--- src/rtl/reg_wb_queue.sv ---
// Write-back sequencer: buffers ALU and load register writes in an in-order FIFO
// and retires one entry per cycle onto the register file write port.
module reg_wb_queue #(
  parameter  int DEPTH = 4,
  parameter  int DW    = 8,
  parameter  int AW    = 2,
  localparam int CW    = $clog2(DEPTH + 1),
  localparam int NR    = 1 << AW
) (
  input  logic          clk,
  input  logic          rst_n,
  input  logic          flush,
  input  logic          alu_valid,
  output logic          alu_ready,
  input  logic [AW-1:0] alu_reg,
  input  logic [DW-1:0] alu_data,
  input  logic          mem_valid,
  output logic          mem_ready,
  input  logic [AW-1:0] mem_reg,
  input  logic [DW-1:0] mem_data,
  output logic          write_en,
  output logic [AW-1:0] write_reg,
  output logic [DW-1:0] write_data,
  output logic [NR-1:0] pending_mask,
  output logic [CW-1:0] count
);

  localparam int            PW      = $clog2(DEPTH);
  localparam logic [CW-1:0] DEPTH_C = CW'(DEPTH);

  logic [AW-1:0] fifo_reg  [DEPTH];
  logic [DW-1:0] fifo_data [DEPTH];
  logic [PW-1:0] rd_ptr, wr_ptr, off;
  logic [CW-1:0] free;
  logic          mem_push, alu_push, pop;

  // Readys look only at the occupancy at cycle start; a pop this edge gives no credit.
  always_comb begin
    free      = DEPTH_C - count;
    mem_ready = (free >= CW'(1)) && !flush && rst_n;
    alu_ready = (mem_valid ? (free >= CW'(2)) : (free >= CW'(1))) && !flush && rst_n;
    mem_push  = mem_valid && mem_ready;
    alu_push  = alu_valid && alu_ready;
    pop       = (count != '0);
  end

  // The load entry takes the older slot when both sides push together.
  always_ff @(posedge clk) begin
    if (mem_push) begin
      fifo_reg[wr_ptr]  <= mem_reg;
      fifo_data[wr_ptr] <= mem_data;
    end
    if (alu_push) begin
      fifo_reg[wr_ptr + PW'(mem_push)]  <= alu_reg;
      fifo_data[wr_ptr + PW'(mem_push)] <= alu_data;
    end
  end

  always_ff @(posedge clk) begin
    if (!rst_n) begin
      count      <= '0;
      rd_ptr     <= '0;
      wr_ptr     <= '0;
      write_en   <= 1'b0;
      write_reg  <= '0;
      write_data <= '0;
    end else if (flush) begin
      count    <= '0;
      rd_ptr   <= '0;
      wr_ptr   <= '0;
      write_en <= 1'b0;
    end else begin
      if (pop) begin
        write_en   <= 1'b1;
        write_reg  <= fifo_reg[rd_ptr];
        write_data <= fifo_data[rd_ptr];
        rd_ptr     <= rd_ptr + PW'(1);
      end else begin
        write_en <= 1'b0;
      end
      wr_ptr <= wr_ptr + PW'(mem_push) + PW'(alu_push);
      count  <= count + CW'(mem_push) + CW'(alu_push) - CW'(pop);
    end
  end

  // An entry is live when its distance from the read pointer is below the occupancy.
  always_comb begin
    pending_mask = '0;
    off          = '0;
    for (int unsigned i = 0; i < DEPTH; i++) begin
      off = PW'(i) - rd_ptr;
      if (CW'(off) < count) pending_mask[fifo_reg[i]] = 1'b1;
    end
    if (write_en) pending_mask[write_reg] = 1'b1;
    if (!rst_n) pending_mask = '0;
  end

endmodule

--- config.mk ---
export PLATFORM = sky130hd
export DESIGN_NAME = reg_wb_queue
export DESIGN_NICKNAME = d
export VERILOG_FILES = /design/src/rtl/reg_wb_queue.sv
export SDC_FILE = /design/constraint.sdc
export NUM_CORES = 1
export LEC_CHECK = 0
export CORE_MARGIN = 8
export CORE_UTILIZATION = 59
export DETAILED_ROUTE_END_ITERATION = 10
export PLACE_DENSITY = 0.89
export SLEW_MARGIN = 20
export SYNTH_ARGS = -nofsm -noshare
export SYNTH_HDL_FRONTEND = slang
export SYNTH_SLANG_ARGS = --single-unit
export TNS_END_PERCENT = 30
--- constraint.sdc ---
create_clock -name clk -period 8.6 [get_ports clk]
set_input_delay 2.15 -clock clk [delete_from_list [all_inputs] [get_ports clk]]
set_output_delay 2.15 -clock clk [all_outputs]
set_load 0.05 [all_outputs]
==> flow_summary_export.csv <==
group,metric,value,unit
drt,routed_via_density,5.89,
timing,final-setup-viol-count,0,
global_route,grt_pass1_vias,2331,
global_route,grt-ovfl-total,0,
layout,largest_reg_flops,32,
clocking,cts_buffers,9,
layout,syn2layout_area_growth,20.9,%
timing,final_hold_viol_count,0,
global_route,antenna_found_initial,0,
synth,synth_ff_type,"edfxtp_1",
global_route,grt_use_total,0.181,
worst_setup_path,crit_buf_inv,2,
drt,drt-total-wl,7.41,mm
floorplanning,dieArea,0.00812,mm2
placement,dp_cells,363,
layout,drive_above_1_share,0.248,
clocking,cts_resized,0,
power,power_density,226,mW/mm2
synth,seq_area_frac_synth,0.482,
worst_setup_path,crit_path_frequent_cell,"clkdlybuf4s50_1",
worst_setup_path,path_max_fanout,6,
timing,slew_headroom,0.295,
floorplanning,die_y,90.1,um
timing,fmax,161,MHz
timing,finalClockSkew,0.00473,ns
synth,synth_cell_type_count,49,
timing,setup_slack,2.40,ns
placement,pre_cts_slack,2.43,ns
synth,synth-edff-count,40,
worst_setup_path,slowest_delay,0.71,ns
worst_setup_path,critPathSlowestCell,"clkdlybuf4s50_1",
power,p_leak,1.41,nW
worst_setup_path,crit_arrival,4.05,ns
placement,dpl.hpwl,5.10,mm
layout,layout.cells.non_filler,379,
synth,syn_inst,255,
placement,place_area,0.00374,mm2
worst_setup_path,required,6.45,ns
drt,drt_pre_antenna_iters,4,
synth,synth.avg_cell_area,12.7,um2
clocking,clkTransAtPathRegs,0.06,ns
clocking,cts_tree,"yes",
synth,syn_nets,293,
placement,place.gp.congestion,0.849,
floorplanning,core_area,0.00541,mm2
drt,wl_per_cell,19.5,um
drt,vias,2232,
worst_setup_path,cp_cell_sequence,"clkdlybuf4s50_1 > or3_4 > a21oi_4 > nor2_1 > clkdlybuf4s50_1",
layout,finalCoreUtilization,0.725,
layout,nNetsFinal,340,
clocking,cts_setup_buffers,0,
clocking,hold_buffers,0,
worst_setup_path,start_kind,"input port",
drt,drt_iter0_markers,165,
worst_setup_path,endpoint_kind,"output pin",
floorplanning,dieWidth,90.1,um
min_path,hold_class,"reg2reg",
layout,design_area,0.00392,mm2
synth,syn-cell-area,0.00324,mm2
floorplanning,start_util,0.600,
synth,yosys_warnings,0,
synth,ys_ff_latch,58,
timing,finalMaxSlewViolations,0,
worst_setup_path,worst_path_dominant_cell_family,"buffers and inverters",
drt,drc,0,
status,status,"complete, no violations",
timing,post-route-period-util,0.720,
timing,post-route-min-period,6.20,ns
clocking,htreeDepth,3,
clocking,numClockSinks,58,
timing,worst_slew_pin_slew,1.05,ns
drt,antenna_left,0,
timing,setup_tns,0,ns
clocking,cts-root-buf,"clkbuf_8",
power,ir_drop,142,uV
floorplanning,rows,27,
floorplanning,io_pins,45,
clocking,cts.path.max_buffers,2,
clocking,clk_latency,0.34,ns
worst_setup_path,crit_type,"in2out",
job,drv_cap,0,
synth,async_flop_share,0,
global_route,grt_pass1_wl,11.7,mm
layout,antenna_cells,0,
timing,rsz0062_at_grt,"no",
placement,placement.io_buffers,44,
global_route,grt_max_degree,17,
[routing by layer]
layer / global-route usage / routed length, um / up-vias
met1: 0.201 / 2900 / 1078
met5: 0 / 0 / -
li1: - / - / 1049
met3: 0.0424 / 462 / 14
met4: 0.103 / 175 / 0
met2: 0.312 / 3870 / 91
[cell families after synthesis]
family                   share of synthesized area
XOR/XNOR                                    0.0189
flip-flops                                   0.482
multiplexers                                 0.229
adder cells (fa/ha/maj)                     0.0548
buffers and inverters                       0.0324
AO/OA/AOI/OAI                               0.0710
AND/OR/NAND/NOR                              0.112
[report_power, final]
group,switching (mW),internal [mW],leakage [nW]
logic,0.188,0.126,0.810
registers,0.0253,0.323,0.509
clock network,0.104,0.119,0.0932
total,0.317,0.567,1.41
[cell usage after synthesis, drive strengths merged, types with 2 or more instances]
library cell	count	area, um2
nor4b	3	26.3
clkbuf	3	11.3
mux2	40	518
a21oi	14	81.3
dfxtp	18	360
and2	2	12.5
nand3b	4	30.0
a31oi	3	18.8
nor3	2	10.0
nand2	27	104
fa	2	40.0
o21ai	4	20.0
inv	12	45.0
nand3	3	15.0
xnor2	6	52.6
mux4	10	225
a41oi	3	26.3
or4	2	22.5
ha	11	138
buf	7	48.8
o22ai	2	12.5
nand2b	3	18.8
nor2	15	56.3
edfxtp	40	1200
[path summary, 6_finish.rpt]
path / start / end / slack (ns) / cells after the start
setup reg to reg: count[0]$_SDFF_PP0_ / fifo_data[2][4]$_DFFE_PP_ / 4.40 / 9
setup / recovery: mem_valid / alu_ready / 2.40 / 5
hold reg to reg: write_data[2]$_SDFFE_PN0P_ / write_data[2]$_SDFFE_PN0P_ / 0.46 / 2
hold / removal: write_data[2]$_SDFFE_PN0P_ / write_data[2]$_SDFFE_PN0P_ / 0.46 / 2
[worst register-to-register path, delay by kind of cell (launching register included)]
| family | cells | cell delay [ns] |
|---|---|---|
| compound gates | 2 | 1.22 |
| fa+ha+maj | 3 | 0.88 |
| buf+inv | 2 | 0.35 |
| flops | 1 | 0.53 |
| simple gates | 2 | 0.83 |
[cells in the final DEF, fill, tap and decap left out, drive strengths merged, types with 3 or more instances in the layout]
| master | instances |
|---|---|
| nand2 | 27 |
| o21ai | 4 |
| nor4b | 3 |
| a21oi | 14 |
| mux2 | 40 |
| ha | 11 |
| nand3b | 4 |
| xnor2 | 6 |
| dfxtp | 18 |
| inv | 12 |
| nor2 | 15 |
| mux4 | 10 |
| nand2b | 3 |
| clkinv | 3 |
| a31oi | 3 |
| clkdlybuf4s50 | 44 |
| nand3 | 3 |
| a41oi | 3 |
| clkbuf | 13 |
| edfxtp | 40 |
[per-stage QoR]
| step | total power [mW] | hold WS [ns] |
|---|---|---|
| 3_3_place_gp | 0.645 | 0.444 |
| 2_1_floorplan | 0.565 | 0.672 |
| 6_report | 0.885 | 0.456 |
| 3_5_place_dp | 0.661 | 0.447 |
| 5_1_grt | 0.918 | 0.483 |
| 4_1_cts | 0.883 | 0.455 |
[cell type report]
| type | instances | area [um2] |
|---|---|---|
| well taps | 72 | 90.1 |
| inverters | 12 | 45.0 |
| clock inverters | 3 | 15.0 |
| clock buffers | 13 | 159 |
| fillers | 363 | 1490 |
| repair buffers | 46 | 455 |
| multi-input cells | 175 | 1590 |
| flip-flops and latches | 58 | 1560 |
No activity file was read; power rests on OpenSTA's default activity.
==> variant 1, RTL diff (same flow settings) <==
`DEPTH`: 4 -> 8.
--- a/src/rtl/reg_wb_queue.sv
+++ b/src/rtl/reg_wb_queue.sv
@@ -1,7 +1,7 @@
 // Write-back sequencer: buffers ALU and load register writes in an in-order FIFO
 // and retires one entry per cycle onto the register file write port.
 module reg_wb_queue #(
-  parameter  int DEPTH = 4,
+  parameter  int DEPTH = 8,
   parameter  int DW    = 8,
   parameter  int AW    = 2,
   localparam int CW    = $clog2(DEPTH + 1),
Ports: changed (resized count); port bits go from 45 to 46. The function was not compared with the original's and may differ.
==> variant 1 against the unedited design <==
- synthesized area up 94%
- non-clock buffer count increased by 11
- clock skew is 0.014 ns higher
- utilization is 4.5 points lower
- largest power group is now combinational cells
- worst setup slack got worse by 0.70 ns
- wire length increased by 120%
- sequential cell count grew 43
- worst hold slack improved by 0.052 ns
- die area grew 75%
- count of clock-buffer cells in the layout decreased by 3
- largest cell class unchanged
- clock power rose by 29%
- sequential share of layout area rose by 0.36 points
- cell area rose by 79%
- total power rose by 98%
==> variant 1: results (changes against the unedited design) <==
- Result of the run: completed (unchanged)
* Share of cells above drive strength 1: 25.4% (was 24.8%)
- Sum of net half-perimeters after detailed placement: 10800 µm (was 5100 µm)
- GRT Overall Usage: 22.8% (was 18.1%)
- The final weighted congestion in routability-driven placement came to 0.892 (was 0.849).
- The post-synthesis net count came to 535 (was 293).
* Launching instance or port of the critical path: rst_n (was mem_valid)
- Fraction of the yosys area taken by sequential cells: 45.0% (was 48.2%)
* Antenna cell count: 0 (unchanged)
- Slowest Stage Delay on Critical Path: 0.80 ns (was 0.71 ns)
* Main area contributors after synthesis: sky130_fd_sc_hd__edfxtp_1, sky130_fd_sc_hd__mux2_4, sky130_fd_sc_hd__dfxtp_1, sky130_fd_sc_hd__ha_1, sky130_fd_sc_hd__mux4_2 (was sky130_fd_sc_hd__edfxtp_1, sky130_fd_sc_hd__dfxtp_1, sky130_fd_sc_hd__mux2_4, sky130_fd_sc_hd__mux2_2, sky130_fd_sc_hd__mux4_2)
- Worst IR Drop VDD: 157 µV (was 142 µV)
- The wire length of the first global-routing pass came to 25400 µm (was 11700 µm).
* Number of enable flip-flop cells after synthesis: 80 (was 40)
* Clock Skew: 0.0192 ns (was 0.00473 ns)
- The largest net degree at the start of global routing is 28 (was 17).
- The leakage power figure came to 2.72 nW (was 1.41 nW).
- Int Power: 1.01 mW (was 0.567 mW)
* Compound-gate portion of the synthesized area: 10.7% (was 7.10%)
- Clk_lat worst skew: 0.37 ns (was 0.34 ns)
- Worst reg-to-reg path cell count: 13 (was 9)
* Vias per Instance: 6.58 (was 5.89)
- Number of nets in the layout: 580 (was 340)
* Iteration-0 DRC Markers: 458 (was 165)
- The number of CTS-inserted buffers came to 9 (unchanged).
- Xor-xnor portion of the synthesized cell area: 1.38% (was 1.89%)
- The clock slew seen by the registers of the worst setup and hold paths is 0.10 ns (was 0.06 ns).
- Vias in the first global route: 4579 (was 2331)
- The actual transition at the worst max-transition pin came to 1.16 ns (was 1.05 ns).
- Setup slack of the most critical reg-to-reg path: 4.14 ns (was 4.40 ns)
- Unique cell type count in the Yosys netlist: 54 (was 49)
- The origin of the critical flop-to-flop path is count[2]$_SDFF_PP0_ (was count[0]$_SDFF_PP0_).
- The arithmetic-cell share of the synthesized area counting full adders, half adders and majority gates was 5.82% (was 5.48%).
- Port Buffer Count: 45 (was 44)
* Synth cell count leaders: sky130_fd_sc_hd__edfxtp_1, sky130_fd_sc_hd__mux2_4, sky130_fd_sc_hd__nor2_1 (was sky130_fd_sc_hd__edfxtp_1, sky130_fd_sc_hd__nand2_1, sky130_fd_sc_hd__mux2_2)
- The routed length per placed instance was 24.3 µm (was 19.5 µm).
[variant 1: cell types whose count changed after synthesis, moves of 11 or more]
cell,before,now
sky130_fd_sc_hd__inv_1,12,23
sky130_fd_sc_hd__nor2_1,15,34
sky130_fd_sc_hd__edfxtp_1,40,80
sky130_fd_sc_hd__mux2_2,22,8
sky130_fd_sc_hd__o21ai_0,4,27
sky130_fd_sc_hd__ha_1,11,26
sky130_fd_sc_hd__mux2_4,18,72
[variant 1: cells by family after synthesis]
group           count (synthesis)
compound gates                 93
xor+xnor                        9
fa+ha+maj                      28
buf+inv                        49
flops                         101
mux                           101
simple gates                  101
[variant 1: metal layers]
metal  vias up  global-route usage (%)  part of all wire [%]
li1       1935                       -                     -
met4         0                    12.5                   4.3
met1      2161                    26.5                    37
met3        70                    4.44                   7.9
met2       230                    39.1                    50
met5         -                       0                     0
[variant 1: cell type report]
class	count	area, µm²
clock buffer	10	128
timing repair buffer	57	541
sequential	101	2820
clock inverter	6	55.1
multi-input combinational	332	3210
fill	697	3300
tap	136	170
inverter	26	97.6
[variant 1: how the worst min path moves through the flow]
stage / from / to / slack, ns / cells after the start
after global placement: write_data[0]$_SDFFE_PN0P_ / write_data[0]$_SDFFE_PN0P_ / 0.49 / 2
after detailed placement: write_data[2]$_SDFFE_PN0P_ / write_data[2]$_SDFFE_PN0P_ / 0.49 / 2
after floorplan: fifo_data[7][4]$_DFFE_PP_ / write_data[4]$_SDFFE_PN0P_ / 0.62 / 4
after global routing: write_data[0]$_SDFFE_PN0P_ / write_data[0]$_SDFFE_PN0P_ / 0.56 / 2
final: write_data[2]$_SDFFE_PN0P_ / write_data[2]$_SDFFE_PN0P_ / 0.51 / 2
after CTS: write_data[2]$_SDFFE_PN0P_ / write_data[2]$_SDFFE_PN0P_ / 0.51 / 2
[variant 1: power by group through the flow]
| stage | Clock (mW) | Combinational, mW | Sequential [mW] |
|---|---|---|---|
| after floorplan | 0 | 0.524 | 0.689 |
| after global routing | 0.305 | 0.909 | 0.621 |
| after global placement | 0 | 0.786 | 0.623 |
| final | 0.288 | 0.845 | 0.618 |
| after detailed placement | 0 | 0.826 | 0.625 |
| after CTS | 0.287 | 0.843 | 0.614 |
[variant 1: worst reg2reg max path, delay by kind of cell, from the launching register on]
kind | cells | cell delay (ns)
AO/OA/AOI/OAI | 2 | 0.72
XOR/XNOR | 2 | 0.78
flip-flops | 1 | 0.46
buffers and inverters | 3 | 0.61
adder cells (fa/ha/maj) | 3 | 0.67
AND/OR/NAND/NOR | 3 | 0.93
[variant 1: through the flow]
stage,hold WS [ns],worst slack [ns],cells,instance area [µm²]
floorplan,0.619,3.18,482,6280
global placement,0.489,1.82,652,6830
detailed placement,0.495,1.75,652,6830
CTS,0.508,1.74,668,7020
global route,0.556,1.58,668,7020
finish,0.509,1.70,668,7020
==> variant 2, RTL diff (config.mk and constraints unchanged) <==
Made on the original files. Reset style: asynchronous (`rst_n`), changed in one clocked block.
--- a/src/rtl/reg_wb_queue.sv
+++ b/src/rtl/reg_wb_queue.sv
@@ -56,7 +56,7 @@
     end
   end
 
-  always_ff @(posedge clk) begin
+  always_ff @(posedge clk or negedge rst_n) begin
     if (!rst_n) begin
       count      <= '0;
       rd_ptr     <= '0;
Check against the original RTL: differs if rst_n is asserted again (counterexample within 4 cycles, from zero or initial values and one cycle with rst_n low); with rst_n held inactive, the same outputs for 10 cycles.
==> variant 2 against the unedited design <==
- cell area rose by 1.3%
- total power is 41% higher
- worst setup slack worse by 0.20 ns
- cell count down 6.6%
- sequential cell count is the same
- utilization about the same
- die area grew 1.6%
- first-iteration DRC count is 30% lower
- highest routed layer unchanged
- synthesized area grew 2.0%
- wire length fell by 9.0%
- global-route usage shrank 0.68 points
==> variant 2: results (changes against the unedited design) <==
- Terminating pin of the worst hold path: write_data[0]$_DFFE_PN0P_ (was write_data[2]$_SDFFE_PN0P_)
- Unique cell type count in the Yosys netlist: 44 (was 49)
- The origin of the critical flop-to-flop path is count[1]$_DFF_PN0_ (was count[0]$_SDFF_PP0_).
* Worst reg-to-reg path cell count: 11 (was 9)
* Final weighted congestion in routability-driven placement: 0.887 (was 0.849)
- The leakage power figure came to 1.50 nW (was 1.41 nW).
- The area used by multi-input combinational logic was 1530 µm² (was 1590 µm²).
* Share of final layout cell area taken by clock buffers and inverters: 4.32% (was 4.44%)
- Worst Hold Depth: 1 (was 2)
- The post-synthesis share of cell area spent on xor and xnor gates is 1.85% (was 1.89%).
- The maximum resistive drop on vdd came to 164 µV (was 142 µV).
* Clock Buffer Count: 11 (was 13)
* Synth cell count leaders: sky130_fd_sc_hd__edfxtp_1, sky130_fd_sc_hd__mux2_2, sky130_fd_sc_hd__dfrtp_1, sky130_fd_sc_hd__mux2_4, sky130_fd_sc_hd__inv_1 (was sky130_fd_sc_hd__edfxtp_1, sky130_fd_sc_hd__nand2_1, sky130_fd_sc_hd__mux2_2)
- Mux share of post-synthesis cell area: 25.9% (was 22.9%)
* Worst R2R End: fifo_data[3][6]$_DFFE_PP_ (was fifo_data[2][4]$_DFFE_PP_)
- The worst setup path startpoint was rst_n (was mem_valid).
- The detailed placer's ending HPWL is 4880 µm (was 5100 µm).
- The worst hold slack after final layout was 0.511 ns (was 0.456 ns).
- Critical path fanouts, max: 12 (was 6)
- Fraction of the yosys area taken by sequential cells: 49.9% (was 48.2%)
- The multi-input logic cell count came to 145 (was 175).
* Wire length of the first global-routing pass: 11200 µm (was 11700 µm)
* Layout buffering overhead excluding clock cells: 11.7% (was 11.6%)
* Post-Syn Nets: 267 (was 293)
- Proportion of cell area occupied by registers: 41.6% (was 39.8%)
- The via count of the first global-routing pass is 2197 (was 2331).
* Inverters excl. clock: 16 (was 12)
- The share of synthesized registers carrying an async set or reset was 31.0% (was 0%).
* Critical path arrival: 4.24 ns (was 4.05 ns)
- Result of the run: completed (unchanged).
* Non-clock buffer count: 47 (was 46)
-- variant 2: power groups by stage --
stage               combinational [mW]  sequential, mW  clock [mW]
floorplan                        0.356           0.504           0
global route                     0.648           0.442       0.232
detailed placement               0.603           0.437           0
CTS                              0.606           0.431       0.222
finish                           0.602           0.430       0.218
global placement                 0.586           0.430           0
-- variant 2: routing by layer --
metal	wire length, µm	GRT usage (%)
met5	0	0
met4	113	8.32
met3	404	4.66
met2	3590	30.6
met1	2630	19.1
-- variant 2: per-stage QoR --
step | setup slack, ns | cell area [µm²] | utilization [%] | cells | power [mW]
2_1_floorplan | 3.42 | 3310 | - | 229 | 0.860
3_3_place_gp | 2.18 | 3800 | 69.4 | 338 | 1.02
3_5_place_dp | 2.16 | 3800 | 69.4 | 338 | 1.04
4_1_cts | 2.16 | 3970 | 72.5 | 354 | 1.26
5_1_grt | 2.07 | 3970 | 72.5 | 354 | 1.32
6_report | 2.21 | 3970 | 72.5 | 354 | 1.25
